==> config.mk <==
export PLATFORM = sky130hd
export DESIGN_NAME = tqvp_htfab_vga_capture
export DESIGN_NICKNAME = d
export VERILOG_FILES = /design/src/rtl/tqvp_htfab_vga_capture.sv
export SDC_FILE = /design/constraint.sdc
export NUM_CORES = 1
export LEC_CHECK = 0
export BUFFER_PORTS_ARGS = -buffer_cell sky130_fd_sc_hd__buf_2
export CAP_MARGIN = 20
export CORE_UTILIZATION = 41
export CTS_BUF_LIST = sky130_fd_sc_hd__clkbuf_8
export DETAILED_ROUTE_END_ITERATION = 6
export GPL_TIMING_DRIVEN = 0
export SETUP_SLACK_MARGIN = 0.5
export SLEW_MARGIN = 10
export SYNTH_ARGS = -nofsm -noshare
export SYNTH_HDL_FRONTEND = slang
export SYNTH_SLANG_ARGS = --single-unit
==> constraint.sdc <==
create_clock -name clk -period 12.5 [get_ports clk]
set_input_delay 1.25 -clock clk [delete_from_list [all_inputs] [get_ports clk]]
set_output_delay 1.25 -clock clk [all_outputs]
set_load 0.005 [all_outputs]
==> src/rtl/tqvp_htfab_vga_capture.sv <==
// tqvp_htfab_vga_capture: 1-bit VGA receiver with timing measurement and 32x8 snapshot capture
module tqvp_htfab_vga_capture #(
  parameter int DEF_H_OFF = 144,
  parameter int DEF_PIX_DIV = 20,
  parameter int DEF_V_OFF = 35,
  parameter int DEF_LINE_STEP = 60
) (
  input  logic        clk,
  input  logic        rst_n,
  input  logic [7:0]  ui_in,
  output logic [7:0]  uo_out,
  input  logic [5:0]  address,
  input  logic [31:0] data_in,
  input  logic [1:0]  data_write_n,
  input  logic [1:0]  data_read_n,
  output logic [31:0] data_out,
  output logic        data_ready,
  output logic        user_interrupt
);
  typedef enum logic [2:0] {IDLE, ARMED, VWAIT, HWAIT, SAMPLE} state_t;
  localparam logic [30:0] CFG_RST = {6'(DEF_LINE_STEP), 10'(DEF_V_OFF), 5'(DEF_PIX_DIV), 10'(DEF_H_OFF)};
  state_t state, state_nx;
  logic hs_prev, vs_prev, irq_en, done, err;
  logic [15:0] clk_cnt, period;
  logic [10:0] line_cnt, lines, line, target, tgt_nx;
  logic [30:0] cfg;
  logic [9:0] cnt;
  logic [4:0] idx, pix_div;
  logic [5:0] line_step;
  logic [2:0] row;
  logic [31:0] sbuf, row_data, rdata;
  logic [31:0] rows [8];
  logic hs_fall, vs_fall, we, ctrl_wr, arm, clr, tick, start, take, commit, fin, abort, armed, capturing;
  logic unused_bits;
  assign uo_out = 8'b0;
  assign unused_bits = &{1'b0, ui_in[7:3], data_in[31]};
  assign hs_fall = hs_prev & ~ui_in[1];
  assign vs_fall = vs_prev & ~ui_in[2];
  assign we = data_write_n == 2'b10;
  assign ctrl_wr = we && address == 6'h20;
  assign arm = ctrl_wr && data_in[0] && state == IDLE;
  assign clr = ctrl_wr & data_in[2];
  assign pix_div = cfg[14:10] == 5'd0 ? 5'd1 : cfg[14:10];
  assign line_step = cfg[30:25] == 6'd0 ? 6'd1 : cfg[30:25];
  assign target = 11'(cfg[24:15]) + 11'(row) * 11'(line_step);
  assign tgt_nx = target + 11'(line_step);
  assign tick = cnt <= 10'd1;
  assign row_data = take ? sbuf | (32'(ui_in[0]) << idx) : sbuf;
  assign armed = state == ARMED;
  assign capturing = state != IDLE && state != ARMED;
  assign user_interrupt = done & irq_en;
  assign rdata = (!address[5] && address[1:0] == 2'b00) ? rows[address[4:2]] :
                 address == 6'h20 ? {27'b0, irq_en, err, done, capturing, armed} :
                 address == 6'h24 ? {16'b0, period} :
                 address == 6'h28 ? {21'b0, lines} :
                 address == 6'h2C ? {1'b0, cfg} : 32'b0;
  // sync edge history; idle-high so reset never fakes a falling edge
  always_ff @(posedge clk) begin
    hs_prev <= !rst_n | ui_in[1];
    vs_prev <= !rst_n | ui_in[2];
  end
  // free-running line period and lines-per-frame measurement, saturating
  always_ff @(posedge clk) begin
    if (!rst_n) begin
      clk_cnt <= 16'd0;
      period <= 16'd0;
      line_cnt <= 11'd0;
      lines <= 11'd0;
    end else begin
      clk_cnt <= hs_fall ? 16'd1 : &clk_cnt ? clk_cnt : clk_cnt + 16'd1;
      if (hs_fall) period <= clk_cnt;
      line_cnt <= vs_fall ? {10'd0, hs_fall} : (hs_fall && !(&line_cnt)) ? line_cnt + 11'd1 : line_cnt;
      if (vs_fall) lines <= line_cnt;
    end
  end
  // register bus: config/irq_en writes and one-cycle-latency reads
  always_ff @(posedge clk) begin
    if (!rst_n) begin
      cfg <= CFG_RST;
      irq_en <= 1'b0;
      data_ready <= 1'b0;
      data_out <= 32'b0;
    end else begin
      if (we && address == 6'h2C) cfg <= data_in[30:0];
      if (ctrl_wr) irq_en <= data_in[1];
      data_ready <= data_read_n != 2'b11;
      if (data_read_n != 2'b11) data_out <= rdata;
    end
  end
  // capture state register
  always_ff @(posedge clk) state <= !rst_n ? IDLE : state_nx;
  // capture sequencing; an hsync fall cuts a row short and may start the next one
  always_comb begin
    state_nx = state;
    start = 1'b0;
    take = 1'b0;
    commit = 1'b0;
    fin = 1'b0;
    abort = 1'b0;
    case (state)
      IDLE: state_nx = arm ? ARMED : IDLE;
      ARMED: state_nx = vs_fall ? VWAIT : ARMED;
      default:
        if (vs_fall) begin
          abort = 1'b1;
          state_nx = IDLE;
        end else if (hs_fall && state == VWAIT) begin
          start = line == target;
          state_nx = start ? HWAIT : VWAIT;
        end else if (hs_fall) begin
          commit = 1'b1;
          fin = row == 3'd7;
          start = !fin && line == tgt_nx;
          state_nx = fin ? IDLE : start ? HWAIT : VWAIT;
        end else if (state != VWAIT && tick) begin
          take = 1'b1;
          commit = state == SAMPLE && idx == 5'd31;
          fin = commit && row == 3'd7;
          state_nx = fin ? IDLE : commit ? VWAIT : SAMPLE;
        end
    endcase
  end
  // capture datapath: line/row tracking, sample timer, row buffer and status flags
  always_ff @(posedge clk) begin
    if (!rst_n) begin
      done <= 1'b0;
      err <= 1'b0;
      line <= 11'd0;
      row <= 3'd0;
      cnt <= 10'd0;
      idx <= 5'd0;
      sbuf <= 32'b0;
      for (int i = 0; i < 8; i++) rows[i] <= 32'b0;
    end else begin
      done <= (fin | abort) ? 1'b1 : (clr | arm) ? 1'b0 : done;
      err <= abort ? 1'b1 : (clr | arm) ? 1'b0 : err;
      line <= (armed && vs_fall) ? 11'd0 : hs_fall ? line + 11'd1 : line;
      row <= (armed && vs_fall) ? 3'd0 : (commit && !fin) ? row + 3'd1 : row;
      if (start) begin
        cnt <= cfg[9:0];
        idx <= 5'd0;
        sbuf <= 32'b0;
      end else if (take) begin
        cnt <= 10'(pix_div);
        idx <= idx + 5'd1;
        sbuf <= row_data;
      end else if (cnt != 10'd0) cnt <= cnt - 10'd1;
      if (arm) for (int i = 0; i < 8; i++) rows[i] <= 32'b0;
      else if (commit) rows[row] <= row_data;
    end
  end
endmodule

---- Word-level counts from Yosys, hierarchy flattened ----
Memory sizes are Yosys's and may differ from the RTL's.
Index checks and enable logic that the tools add are counted.
word-level totals
  logic and storage cells ................. 176
  output and inout bits ................... 42
  memories ................................ 1
  bits in read-only memories .............. 0
  input port bits ......................... 52
  latch bits .............................. 0
  bits in registers ....................... 187
  memory bits (writable) .................. 256
cells by class
  multiply operators ...................... 1
  mux-type cells .......................... 70
  div/mod/pow operators ................... 0
  $lt $le $gt $ge ......................... 1
  add/sub/neg operators ................... 8
  bitwise logic cells ..................... 20
  equal/unequal tests ..................... 16
  reduce and logical (&&, ||, !) cells .... 38
  shifts and indexed selects .............. 1
memory list
  memory  depth  bits a word  rd ports  clocked after memory_dff  wr ports  line  source
  rows    8      32           1         0                         8         32    logic [31:0] rows [8];
operator list
  cell                                                             number
  two-way mux 32 bit                                               11
  two-way mux 31 bit                                               4
  two-way mux 1 bit                                                40
  bitwise OR 32 bit                                                1
  OR reduction 32 bit                                              1
  << shifter 1 x 5 -> 32 bit                                       1
  two-way mux 10 bit                                               3
  == test 6 bit, second input constant                             4
  adder 11 x 1 -> 11 bit, second input constant                    2
  == test 11 bit                                                   2
  two-way mux 3 bit                                                7
  adder 16 x 1 -> 16 bit, second input constant                    1
  AND reduction 16 bit                                             1
  logical AND 1 bit                                                14
  bitwise OR 1 bit                                                 12
  adder 10 x 9 -> 11 bit                                           1
  adder 11 x 6 -> 11 bit                                           1
  AND reduction 11 bit                                             1
  less-or-equal comparator 10 x 1 -> 1 bit, second input constant  1
  nonzero test 10 bit                                              1
  OR reduction 2 bit                                               5
  subtractor 10 x 1 -> 10 bit, second input constant               1
  multiplier 3 x 6 -> 9 bit                                        1
  == test 3 bit, second input constant                             2
  other kinds (23)                                                 37

---- Logic depth before layout (Yosys ltp) ----
Gate-level depths: netlist (run 1).
  depth in word-level cells ............... 13
  depth in mapped cells ................... 21
  mapped depth without buffers ............ 19

---- Least setup slack after synthesis (run 1) ----
No wires, ideal clock.
  path type ............................... reg-to-reg
  start ................................... register cfg[30]
  end ..................................... register sbuf[16]
  stages on the path, launching flop included .. 20
  library setup time ...................... 0.144 ns
  path buffers ............................ 2
  clock period less this slack ............ 4.992 ns
  required time ........................... 12.356 ns
  arrival ................................. 4.848 ns
  path slack .............................. 7.508 ns
  cells stage by stage .................... dfxtp_1 > nor3_1 > a21oi_1 > nor2b_1 > fa_1 > fa_1 > fa_1 > a21o_1 > a21oi_1 > xnor2_1 > ha_1 > and3_1 > a221o_1 > inv_1 > o211ai_1 > a2111oi_0 > o22a_1 > buf_2 > buf_2 > nor3b_1
on the way
  cells in the longest elaborated chain, start to end .. 12
  elaborated cells on any way between the ends .. 13
  those cells by class .................... 2 x add/sub; 1 x mul; 2 x eq/ne; 5 x mux; 3 x reduce/logical
RTL lines
  element                                  line  source
  start: declaration                       26    logic [30:0] cfg;
  start signal: assignment                 84    if (we && address == 6'h2C) cfg <= data_in[30:0];
  zero test 6 bit                          44    assign line_step = cfg[30:25] == 6'd0 ? 6'd1 : cfg[30:25];
  two-way mux 6 bit (*)                    44
  multiplier 3 x 6 -> 9 bit                45    assign target = 11'(cfg[24:15]) + 11'(row) * 11'(line_step);
  adder 10 x 9 -> 11 bit                   45
  adder 11 x 6 -> 11 bit                   46    assign tgt_nx = target + 11'(line_step);
  == test 11 bit                           113   start = !fin && line == tgt_nx;
  logical AND 1 bit                        113
  two-way mux 1 bit                        110   end else if (hs_fall) begin
  two-way mux 1 bit (*)                    107   end else if (hs_fall && state == VWAIT) begin
  two-way mux 1 bit (*)                    104   if (vs_fall) begin
  two-way mux 1 bit (*)                    100   case (state)
  OR reduction 2 bit (no source line) (*)  --
  end signal: assignment                   146   sbuf <= row_data;
  end: declaration                         31    logic [31:0] sbuf, row_data, rdata;
Mark *: on every way between the ends. The rest lies on a longest branch, timed or not.
A chain may end at the register's enable or synchronous reset.

---- Worst setup path after layout (run 1) ----
  start ................................... register cfg[26]
  end ..................................... register sbuf[19]
The elaborated chain is that of the path after synthesis.

==> results of run 1 <==
-- registers in the layout, indices dropped and copies added, names as in the netlist, 3 cells and up --
name,cells
row,3
state,3
sbuf,32
data_out,32
lines,11
cnt,10
rows,256
period,16
clk_cnt,16
cfg,31
line,11
idx,5
line_cnt,11
-- synth_stat cells (4+ instances only) --
| cell type | number | area, um2 |
|---|---|---|
| sky130_fd_sc_hd__nor2b_1 | 18 | 113 |
| sky130_fd_sc_hd__a211oi_1 | 7 | 52.6 |
| sky130_fd_sc_hd__nand2_1 | 220 | 826 |
| sky130_fd_sc_hd__xnor2_1 | 35 | 307 |
| sky130_fd_sc_hd__nand2b_1 | 8 | 50.1 |
| sky130_fd_sc_hd__nand4_1 | 9 | 56.3 |
| sky130_fd_sc_hd__nor3_1 | 16 | 80.1 |
| sky130_fd_sc_hd__a21boi_0 | 48 | 360 |
| sky130_fd_sc_hd__a21oi_1 | 53 | 265 |
| sky130_fd_sc_hd__dfxtp_1 | 187 | 3740 |
| sky130_fd_sc_hd__fa_1 | 12 | 240 |
| sky130_fd_sc_hd__o221ai_1 | 12 | 105 |
| sky130_fd_sc_hd__nor3b_1 | 38 | 285 |
| sky130_fd_sc_hd__mux2i_1 | 54 | 541 |
| sky130_fd_sc_hd__ha_1 | 27 | 338 |
| sky130_fd_sc_hd__mux2_2 | 6 | 67.6 |
| sky130_fd_sc_hd__a31oi_1 | 6 | 37.5 |
| sky130_fd_sc_hd__and2_1 | 14 | 87.6 |
| sky130_fd_sc_hd__o211a_1 | 31 | 310 |
| sky130_fd_sc_hd__or4_1 | 4 | 30.0 |
| sky130_fd_sc_hd__o21ai_0 | 23 | 115 |
| sky130_fd_sc_hd__buf_6 | 12 | 135 |
| sky130_fd_sc_hd__and4_1 | 4 | 35.0 |
| sky130_fd_sc_hd__o211ai_1 | 23 | 173 |
| sky130_fd_sc_hd__buf_1 | 16 | 60.1 |
| sky130_fd_sc_hd__nor2_1 | 318 | 1190 |
| sky130_fd_sc_hd__buf_4 | 9 | 67.6 |
| sky130_fd_sc_hd__or3_1 | 6 | 37.5 |
| sky130_fd_sc_hd__mux4_2 | 68 | 1530 |
| sky130_fd_sc_hd__clkbuf_1 | 71 | 267 |
| sky130_fd_sc_hd__buf_2 | 19 | 95.1 |
| sky130_fd_sc_hd__xor2_1 | 24 | 210 |
| sky130_fd_sc_hd__inv_1 | 14 | 52.6 |
| sky130_fd_sc_hd__a22oi_1 | 7 | 52.6 |
| sky130_fd_sc_hd__edfxtp_1 | 256 | 7690 |
| sky130_fd_sc_hd__nand3_1 | 31 | 155 |
| sky130_fd_sc_hd__a21o_1 | 5 | 37.5 |
| sky130_fd_sc_hd__and3_1 | 14 | 87.6 |
| sky130_fd_sc_hd__nor4_1 | 6 | 37.5 |
-- metal layers --
layer  wire length [um]  GRT usage [%]  vias to the layer above  part of all wire, %
met4               2300           11.2                        0                  3.9
met5                  0              0                        -                    0
li1                   -              -                     6735                    -
met2              28100           38.5                      473                   47
met1              25500           31.2                     7263                   43
met3               3470           3.64                      113                  5.8
-- worst max-delay path: cells and delay by family, from the launching register on --
family / cells / cell delay, ns
AND/OR/NAND/NOR: 4 / 0.47
flip-flops: 1 / 0.50
XOR/XNOR: 1 / 0.18
buffers and inverters: 3 / 0.78
adder cells (fa/ha/maj): 4 / 1.88
AO/OA/AOI/OAI: 7 / 1.84
-- final cells by class --
cell class              instances  area [um2]
clock inverters                45         201
clock buffers                  92        1270
inverters                      14        52.6
well taps                     664         831
flip-flops and latches        443       11400
repair buffers                 88         598
multi-input cells            1203        8360
diodes                          1        2.50
fillers                      4543       25700
plain buffers                 127         624
-- logic make-up after synthesis --
family	Yosys count	synth area share, %
and+or+nand+nor	733	16.4
DFF	443	56.0
AOI/OAI and AO/OA	234	8.21
buffers and inverters	141	3.31
muxes	128	10.5
xor gates and xnor gates	61	2.75
adders and majority gates	39	2.83
other	1	0.0184
-- power groups by stage --
stage | clock network (mW) | logic (mW) | registers, mW
floorplan | 0 | 0.225 | 1.66
global placement | 0 | 0.306 | 1.67
detailed placement | 0 | 0.320 | 1.67
CTS | 1.29 | 0.321 | 1.63
global route | 1.35 | 0.350 | 1.64
finish | 1.26 | 0.324 | 1.64
-- worst paths after layout --
kind          endpoint  slack, ns  cells after the start
max           sbuf[19]       6.67                     19
min          period[9]       0.47                      2
max reg2reg   sbuf[19]       6.67                     19
min reg2reg  period[9]       0.47                      2
-- placed cells by master, fill, tap and decap left out, drive strengths merged, types with 39 or more instances in the layout --
cell type and n:
nor2 321, edfxtp 256, nand2 223, dfxtp 187, clkbuf 164, buf 143
mux4 68, mux2i 54, a21oi 54, a21boi 49, inv 49, nor3b 39
==> flow_summary.ini, run 1 <==
[setup_path]
r2r_start = cfg[26]
setup.worst_path.start_class = flop
slowest_delay_ns = 0.57
cp_max_fo = 10
cp.arrival_ns = 6.32
setup.worst_path.class = reg -> reg
setup_crit_start = cfg[26]
crit_chain = nor3_1, a21oi_1, nor2b_1, fa_1, fa_1, fa_1, a21o_1, a21oi_1, xnor2_1, ha_1, and3_1, a221o_1, inv_1, o211ai_1, a2111oi_0, o22a_1, buf_2, buf_2, nor3b_1
worstPathRequired_ns = 12.99
crit_end_element = flop
timing.critical_path.slowest_stage_cell = sky130_fd_sc_hd__fa_1
worst_path_most_repeated_cell = sky130_fd_sc_hd__fa_1

[finish]
design_area_um2 = 23400
areaGrowthSynthToFinish_pct = 14.4
nNetsFinal = 2044
utilization_pct = 47.6
fraction_of_layout_instances_using_a_drive_strength_above_1_pct = 16.6
finish.cell_count_without_fillers = 2677

[floorplanning]
io_pins = 94
dieHeight_um = 225
core_um2 = 49100
rows = 81
fp.dieArea_um2 = 50700
die_width_um = 225
floorplan.initialDensity_pct = 41.6

[detailed_routing]
drt_drc_violations_left = 0
wirelength_um = 59400
route.vias.total = 14600
route.detailed.vias_per_inst = 5.45
drt_first_iter_violations = 1272
routedWlPerCell_um = 22.2
drtPass1Iterations = 6
remaining_number_of_nets_flagged_by_the_antenna_check_after_routing = 0

[clocking]
cts_resized = 0
post-cts-setup-buffer-count = 0
clk-insertion-delay-late_ns = 0.67
cts_root_buf = sky130_fd_sc_hd__clkbuf_8
max_root_sink_buffers = 3
cts-buffers-inserted = 76
clock_tree_from_tritoncts = done
cts.reportedPaths.clkPinSlew_ns = 0.06
holdBufCountCts = 0
cts-htree-levels = 3
cts_num_sinks = 443

[global_routing]
grt_antenna_before_repair = 1
grt.total_usage_pct = 23.7
grt_first_pass_wirelength_um = 88500
overflow_left_after_global_routing = 0
grt_pass1_vias = 14500
grt_max_degree = 22

[outcome]
outcome = finished clean

[sta]
slew-limit-headroom_pct = 27.6
final_min_period_over_clock_period_pct = 46.6
period_minus_slack_ns = 5.83
setup_viol = 0
worst_slew_pin_slew_ns = 1.09
report.final.hold_viol_count = 0
max_freq_ghz = 0.172
timing.final.max_slew_violations = 0
worst_slack_ns = 6.67
setup_total_negative_slack_ns = 0
worst_hold_slack_ns = 0.471
grt_setup_unrepaired = no
worst_clock_skew_ns = 0.0355

[worst_hold_path]
hp-class = reg -> reg
holdCritStartpoint = period[9]

[pwr]
power.share.switching_pct = 25.4
p_leak_nw = 8.50
switching_power_mw = 0.818
totalPowerFinal_mw = 3.22
cellInternalPower_mw = 2.41
share_comb_of_total_power_pct = 10.0
pwr_density_cell_nw_per_um2 = 138
pwr-share-clk_pct = 39.2
ir_worst_vdd_v = 0.0000693
power_frac_seq_pct = 50.7

[yosys]
dominantRegCellSynth = sky130_fd_sc_hd__edfxtp_1
yosys_warnings = 0
synthDistinctLibCells = 74
asyncSetResetFlopFracSynth_pct = 0
synth_seq_area_share_pct = 56.0
synth_cells = 1780
post_synth_edffs = 256
synth_seq_cells = 443
netlist_area_um2 = 20400
synthesis.area_per_instance_um2 = 11.5

[placed_design]
post_dp_cell_area_um2 = 21900
numPlacedInstances = 2535
detailed_place_hpwl_um = 42800
place.gp.congestion = 0.882
pre_cts_slack_ns = 6.56
numPortBuffers = 76

[job]
maxCapViolCount = 0
Note: power is estimated with default switching activity, not from simulation.
==> inputs of run 2 (changes only) <==
==> constraint.sdc (replaced) <==
create_clock -name clk -period 5.9 [get_ports clk]
set_input_delay 0.59 -clock clk [delete_from_list [all_inputs] [get_ports clk]]
set_output_delay 0.59 -clock clk [all_outputs]
set_load 0.005 [all_outputs]
==> flow_summary.ini, run 2 (synthesis gave the netlist of run 1 again) <==
[floorplanning]
io_pins = 94
die_width_um = 225
fp.dieArea_um2 = 50700
core_um2 = 49100
rows = 81
floorplan.initialDensity_pct = 41.6
dieHeight_um = 225

[finish]
fraction_of_layout_instances_using_a_drive_strength_above_1_pct = 17.4
nNetsFinal = 2047
utilization_pct = 47.8
reg.largest.list = rows (256), data_out (32), sbuf (32)
areaGrowthSynthToFinish_pct = 14.8
top_reg_by_flops = rows
layout_common_cells = sky130_fd_sc_hd__nor2_1 (318), sky130_fd_sc_hd__edfxtp_1 (256), sky130_fd_sc_hd__nand2_1 (212)
design_area_um2 = 23500
final_common_cell = sky130_fd_sc_hd__nor2_1
finish.cell_count_without_fillers = 2681
largest_register_ffs = 256

[outcome]
outcome = finished clean

[detailed_routing]
drtPass1Iterations = 5
route.detailed.vias_per_inst = 5.47
drt_first_iter_violations = 1206
remaining_number_of_nets_flagged_by_the_antenna_check_after_routing = 0
drt_drc_violations_left = 0
route.vias.total = 14700
wirelength_um = 59600
routedWlPerCell_um = 22.2

[pwr]
power.share.switching_pct = 25.4
pwr-share-clk_pct = 39.2
ir_worst_vdd_v = 0.000154
power_frac_seq_pct = 50.7
p_leak_nw = 8.51
switching_power_mw = 1.74
pwr_density_cell_nw_per_um2 = 292
share_comb_of_total_power_pct = 10.1
cellInternalPower_mw = 5.10
totalPowerFinal_mw = 6.84

[sta]
setup_viol = 0
grt_setup_unrepaired = no
worst_slew_pin_slew_ns = 1.13
slew-limit-headroom_pct = 24.7
final_min_period_over_clock_period_pct = 87.1
setup_total_negative_slack_ns = 0
report.final.hold_viol_count = 0
timing.final.max_slew_violations = 0
period_minus_slack_ns = 5.14
worst_hold_slack_ns = 0.163
worst_slack_ns = 0.760
max_freq_ghz = 0.195
worst_clock_skew_ns = 0.0413

[setup_path]
setup.reg_to_reg.worst_slack_ns = 0.76
worstPathRequired_ns = 6.39
setup.worst_path.start_class = flop
r2r_start = cfg[26]
crit_end_element = flop
ff2ff_path_depth = 20
cp_max_fo = 10
setup.worst_path.class = reg -> reg
worstReg2RegEnd = sbuf[19]
cp.arrival_ns = 5.63

[clocking]
holdBufCountCts = 0
cts-buffers-inserted = 76
cts.reportedPaths.clkPinSlew_ns = 0.05
clk-insertion-delay-late_ns = 0.67
cts_num_sinks = 443
clock_tree_from_tritoncts = done
cts-htree-levels = 3
cts_root_buf = sky130_fd_sc_hd__clkbuf_8
max_root_sink_buffers = 3

[placed_design]
detailed_place_hpwl_um = 42800
place.gp.congestion = 0.882
pre_cts_slack_ns = 0.0616
post_dp_cell_area_um2 = 21900
numPlacedInstances = 2535
numPortBuffers = 76

[worst_hold_path]
hp-class = in -> reg
holdCritStartpoint = ui_in[1]
endpoint_worst_hold = hs_prev
hold-path-cell-count = 2

[global_routing]
grt_first_pass_wirelength_um = 88200
grt_pass1_vias = 14500
grt_antenna_before_repair = 2
grt_max_degree = 22
grt.total_usage_pct = 23.8
overflow_left_after_global_routing = 0

[job]
maxCapViolCount = 0
==> run 2: cell types whose count changed in the layout (fill, tap and decap cells not counted), moves of 3 or more <==
cell                       before  now
sky130_fd_sc_hd__buf_2         95   90
sky130_fd_sc_hd__dfxtp_1      187  182
sky130_fd_sc_hd__buf_4         10   14
sky130_fd_sc_hd__a21oi_1       53   50
sky130_fd_sc_hd__a21oi_2        1    4
sky130_fd_sc_hd__clkbuf_4       0    3
sky130_fd_sc_hd__dfxtp_2        0    3
==> run 2: repair_timing <==
action	4_1_cts	5_1_grt
cloned	0	0
pin swaps	0	3
resized for setup	11	14
buffers inserted	0	3
endpoints found under the setup margin	48	48
endpoints found under the hold margin	0	0
==> run 2: cell type report <==
class	instances	area, um2
fill	4543	25600
sequential	443	11400
multi-input combinational	1203	8380
clock buffer	92	1270
tap	664	831
buffer	127	647
timing repair buffer	91	621
clock inverter	45	201
inverter	14	52.6
antenna	2	5.00
==> run 2: worst max-delay path by stage <==
stage                    start         end  slack (ns)  cells after the start
floorplan              cfg[30]    sbuf[16]        0.91                     19
global placement    address[4]  rows[3][5]       -0.17                      9
detailed placement     cfg[30]    sbuf[11]        0.06                     19
CTS                    cfg[26]     sbuf[8]        0.51                     18
global route           cfg[30]    sbuf[19]        0.50                     19
finish                 cfg[26]    sbuf[19]        0.76                     20
==> run 2: critical path: stages (launching register included) <==
cell and delay [ns]:
sky130_fd_sc_hd__dfxtp_2 0.42, sky130_fd_sc_hd__nor3_2 0.07, sky130_fd_sc_hd__a21oi_2 0.20, sky130_fd_sc_hd__nor2b_2 0.07, sky130_fd_sc_hd__fa_1 0.56, sky130_fd_sc_hd__fa_1 0.48, sky130_fd_sc_hd__fa_1 0.49, sky130_fd_sc_hd__a21o_1 0.17
sky130_fd_sc_hd__a21oi_1 0.16, sky130_fd_sc_hd__xnor2_1 0.19, sky130_fd_sc_hd__ha_1 0.33, sky130_fd_sc_hd__nand2_1 0.12, sky130_fd_sc_hd__a21oi_2 0.05, sky130_fd_sc_hd__or3_1 0.37, sky130_fd_sc_hd__a211oi_1 0.24, sky130_fd_sc_hd__a31oi_1 0.08
sky130_fd_sc_hd__a2111oi_2 0.24, sky130_fd_sc_hd__o22a_2 0.25, sky130_fd_sc_hd__buf_8 0.18, sky130_fd_sc_hd__buf_4 0.21, sky130_fd_sc_hd__nor3b_1 0.06
==> run 2: layer usage <==
layer	up-vias	routed length (um)	track usage [%]
met4	0	2380	11.7
li1	6733	-	-
met3	119	4160	4.11
met1	7277	24800	31.0
met2	540	28300	38.3
met5	-	0	0
==> run 2: power groups by stage <==
stage / sequential [mW] / combinational, mW / clock (mW)
floorplan: 3.51 / 0.476 / 0
global placement: 3.53 / 0.649 / 0
detailed placement: 3.53 / 0.678 / 0
CTS: 3.46 / 0.680 / 2.73
global route: 3.48 / 0.741 / 2.86
finish: 3.47 / 0.690 / 2.68
==> inputs of run 3 (changes only) <==
--- a/config.mk
+++ b/config.mk
@@ -11,8 +11,10 @@
 export CTS_BUF_LIST = sky130_fd_sc_hd__clkbuf_8
 export DETAILED_ROUTE_END_ITERATION = 6
 export GPL_TIMING_DRIVEN = 0
+export REMOVE_ABC_BUFFERS = 1
 export SETUP_SLACK_MARGIN = 0.5
 export SLEW_MARGIN = 10
 export SYNTH_ARGS = -nofsm -noshare
 export SYNTH_HDL_FRONTEND = slang
 export SYNTH_SLANG_ARGS = --single-unit
+export TNS_END_PERCENT = 20
==> flow_summary.ini, run 3 (synthesis gave the netlist of run 1 again) <==
[outcome]
outcome = finished clean

[sta]
setup_viol = 0
setup_total_negative_slack_ns = 0
final_min_period_over_clock_period_pct = 85.8
worst_clock_skew_ns = 0.0199
timing.final.max_slew_violations = 0
slew-limit-headroom_pct = 31.4
grt_setup_unrepaired = no
worst_slack_ns = 0.837
report.final.hold_viol_count = 0
worst_slew_pin_slew_ns = 1.02
period_minus_slack_ns = 5.06
worst_hold_slack_ns = 0.165
max_freq_ghz = 0.197

[placed_design]
pre_cts_slack_ns = 0.134
place.gp.congestion = 0.839
numPortBuffers = 79
numPlacedInstances = 2422
post_dp_cell_area_um2 = 21500
detailed_place_hpwl_um = 33100

[finish]
fraction_of_layout_instances_using_a_drive_strength_above_1_pct = 17.6
nNetsFinal = 1932
finish.cell_count_without_fillers = 2565
final_common_cell = sky130_fd_sc_hd__nor2_1
reg.largest.list = rows (256), data_out (32), sbuf (32)
utilization_pct = 47.2
largest_register_ffs = 256
areaGrowthSynthToFinish_pct = 13.4
antenna_cells = 0
design_area_um2 = 23200
top_reg_by_flops = rows
layout_common_cells = sky130_fd_sc_hd__nor2_1 (318), sky130_fd_sc_hd__edfxtp_1 (256), sky130_fd_sc_hd__nand2_1 (208)

[floorplanning]
core_um2 = 49100
dieHeight_um = 225
floorplan.initialDensity_pct = 41.6
die_width_um = 225
fp.dieArea_um2 = 50700
rows = 81
io_pins = 94

[setup_path]
crit_end_element = flop
setup.worst_path.class = reg -> reg
setup.worst_path.start_class = flop
r2r_start = cfg[30]
cp_max_fo = 9
ff2ff_path_depth = 20
setup.reg_to_reg.worst_slack_ns = 0.84
worstReg2RegEnd = state[0]
cp.arrival_ns = 5.59
worstPathRequired_ns = 6.43

[detailed_routing]
drt_drc_violations_left = 0
routedWlPerCell_um = 20.3
route.detailed.vias_per_inst = 5.40
remaining_number_of_nets_flagged_by_the_antenna_check_after_routing = 0
drt_first_iter_violations = 1061
route.vias.total = 13900
wirelength_um = 52000
drtPass1Iterations = 5

[global_routing]
grt_pass1_vias = 13900
grt.total_usage_pct = 20.8
grt_antenna_before_repair = 1
overflow_left_after_global_routing = 0
grt_max_degree = 105
grt_first_pass_wirelength_um = 80400

[pwr]
pwr_density_cell_nw_per_um2 = 297
p_leak_nw = 8.36
ir_worst_vdd_v = 0.000144
totalPowerFinal_mw = 6.87

[worst_hold_path]
hold-path-cell-count = 2
hp-class = in -> reg
holdCritStartpoint = ui_in[1]
endpoint_worst_hold = hs_prev

[clocking]
clock_tree_from_tritoncts = done
holdBufCountCts = 0
cts-htree-levels = 3
cts-buffers-inserted = 75
max_root_sink_buffers = 3
cts_num_sinks = 443
cts.reportedPaths.clkPinSlew_ns = 0.06
cts_root_buf = sky130_fd_sc_hd__clkbuf_8
clk-insertion-delay-late_ns = 0.65

[job]
maxCapViolCount = 0
==> run 3: cell count changes in the layout (fill, tap and decap cells not counted), sizes merged <==
cell | previous run | this run
clkinv | 7 | 9
clkbuf | 167 | 95
diode | 2 | 0
bufinv | 0 | 1
buf | 143 | 103
inv | 49 | 44
==> run 3: final cells by class <==
| type | count | area, um2 |
|---|---|---|
| fill | 4534 | 25900 |
| sequential | 443 | 11400 |
| multi-input combinational | 1203 | 8420 |
| clock buffer | 94 | 1290 |
| timing repair buffer | 104 | 907 |
| tap | 664 | 831 |
| clock inverter | 43 | 216 |
| inverter | 14 | 52.6 |
==> run 3: power breakdown <==
part           switching [mW]  internal [mW]  total (mW)  leakage (nW)
registers              0.0737           3.39        3.46          4.03
logic                   0.362          0.292       0.653          3.46
clock network            1.27           1.48        2.75         0.867
==> run 3: worst max-delay path by stage <==
stage          slack [ns]           to        from  cells after the start
6_report             0.84     state[0]     cfg[30]                     20
5_1_grt              0.45       cnt[9]     cfg[30]                     20
4_1_cts              0.55       cnt[6]     cfg[28]                     19
3_5_place_dp         0.13       cnt[4]     cfg[26]                     19
3_3_place_gp        -2.46  rows[7][14]  address[2]                      6
2_1_floorplan        0.27       cnt[0]     cfg[26]                     17
==> run 3: per-layer routing <==
layer	up-vias	part of all wire, %	GRT usage (%)
li1	6511	-	-
met1	6879	45	28.4
met3	89	6.3	3.98
met5	-	0.031	0
met4	2	2.2	6.76
met2	381	47	33.3
==> run 3: what timing repair did <==
action                     CTS  global route
gates cloned                 0             1
gates resized for setup      4            12
setup endpoints to repair   48            48
pin swaps                    0             3
setup buffers                1             3
==> run 3: critical path, stage by stage (launching register included) <==
cell and delay, ns:
sky130_fd_sc_hd__dfxtp_2 0.43, sky130_fd_sc_hd__nor3_2 0.08, sky130_fd_sc_hd__a21oi_2 0.17, sky130_fd_sc_hd__nor2b_2 0.07, sky130_fd_sc_hd__fa_1 0.56, sky130_fd_sc_hd__fa_1 0.47
sky130_fd_sc_hd__fa_1 0.50, sky130_fd_sc_hd__a21o_1 0.18, sky130_fd_sc_hd__a21oi_1 0.16, sky130_fd_sc_hd__xnor2_1 0.19, sky130_fd_sc_hd__ha_1 0.33, sky130_fd_sc_hd__nand2_1 0.12
sky130_fd_sc_hd__a21oi_2 0.06, sky130_fd_sc_hd__or3_1 0.37, sky130_fd_sc_hd__and2_1 0.17, sky130_fd_sc_hd__a31oi_1 0.17, sky130_fd_sc_hd__a2111oi_2 0.06, sky130_fd_sc_hd__o22a_2 0.25
sky130_fd_sc_hd__buf_12 0.15, sky130_fd_sc_hd__buf_6 0.15, sky130_fd_sc_hd__o311a_1 0.32
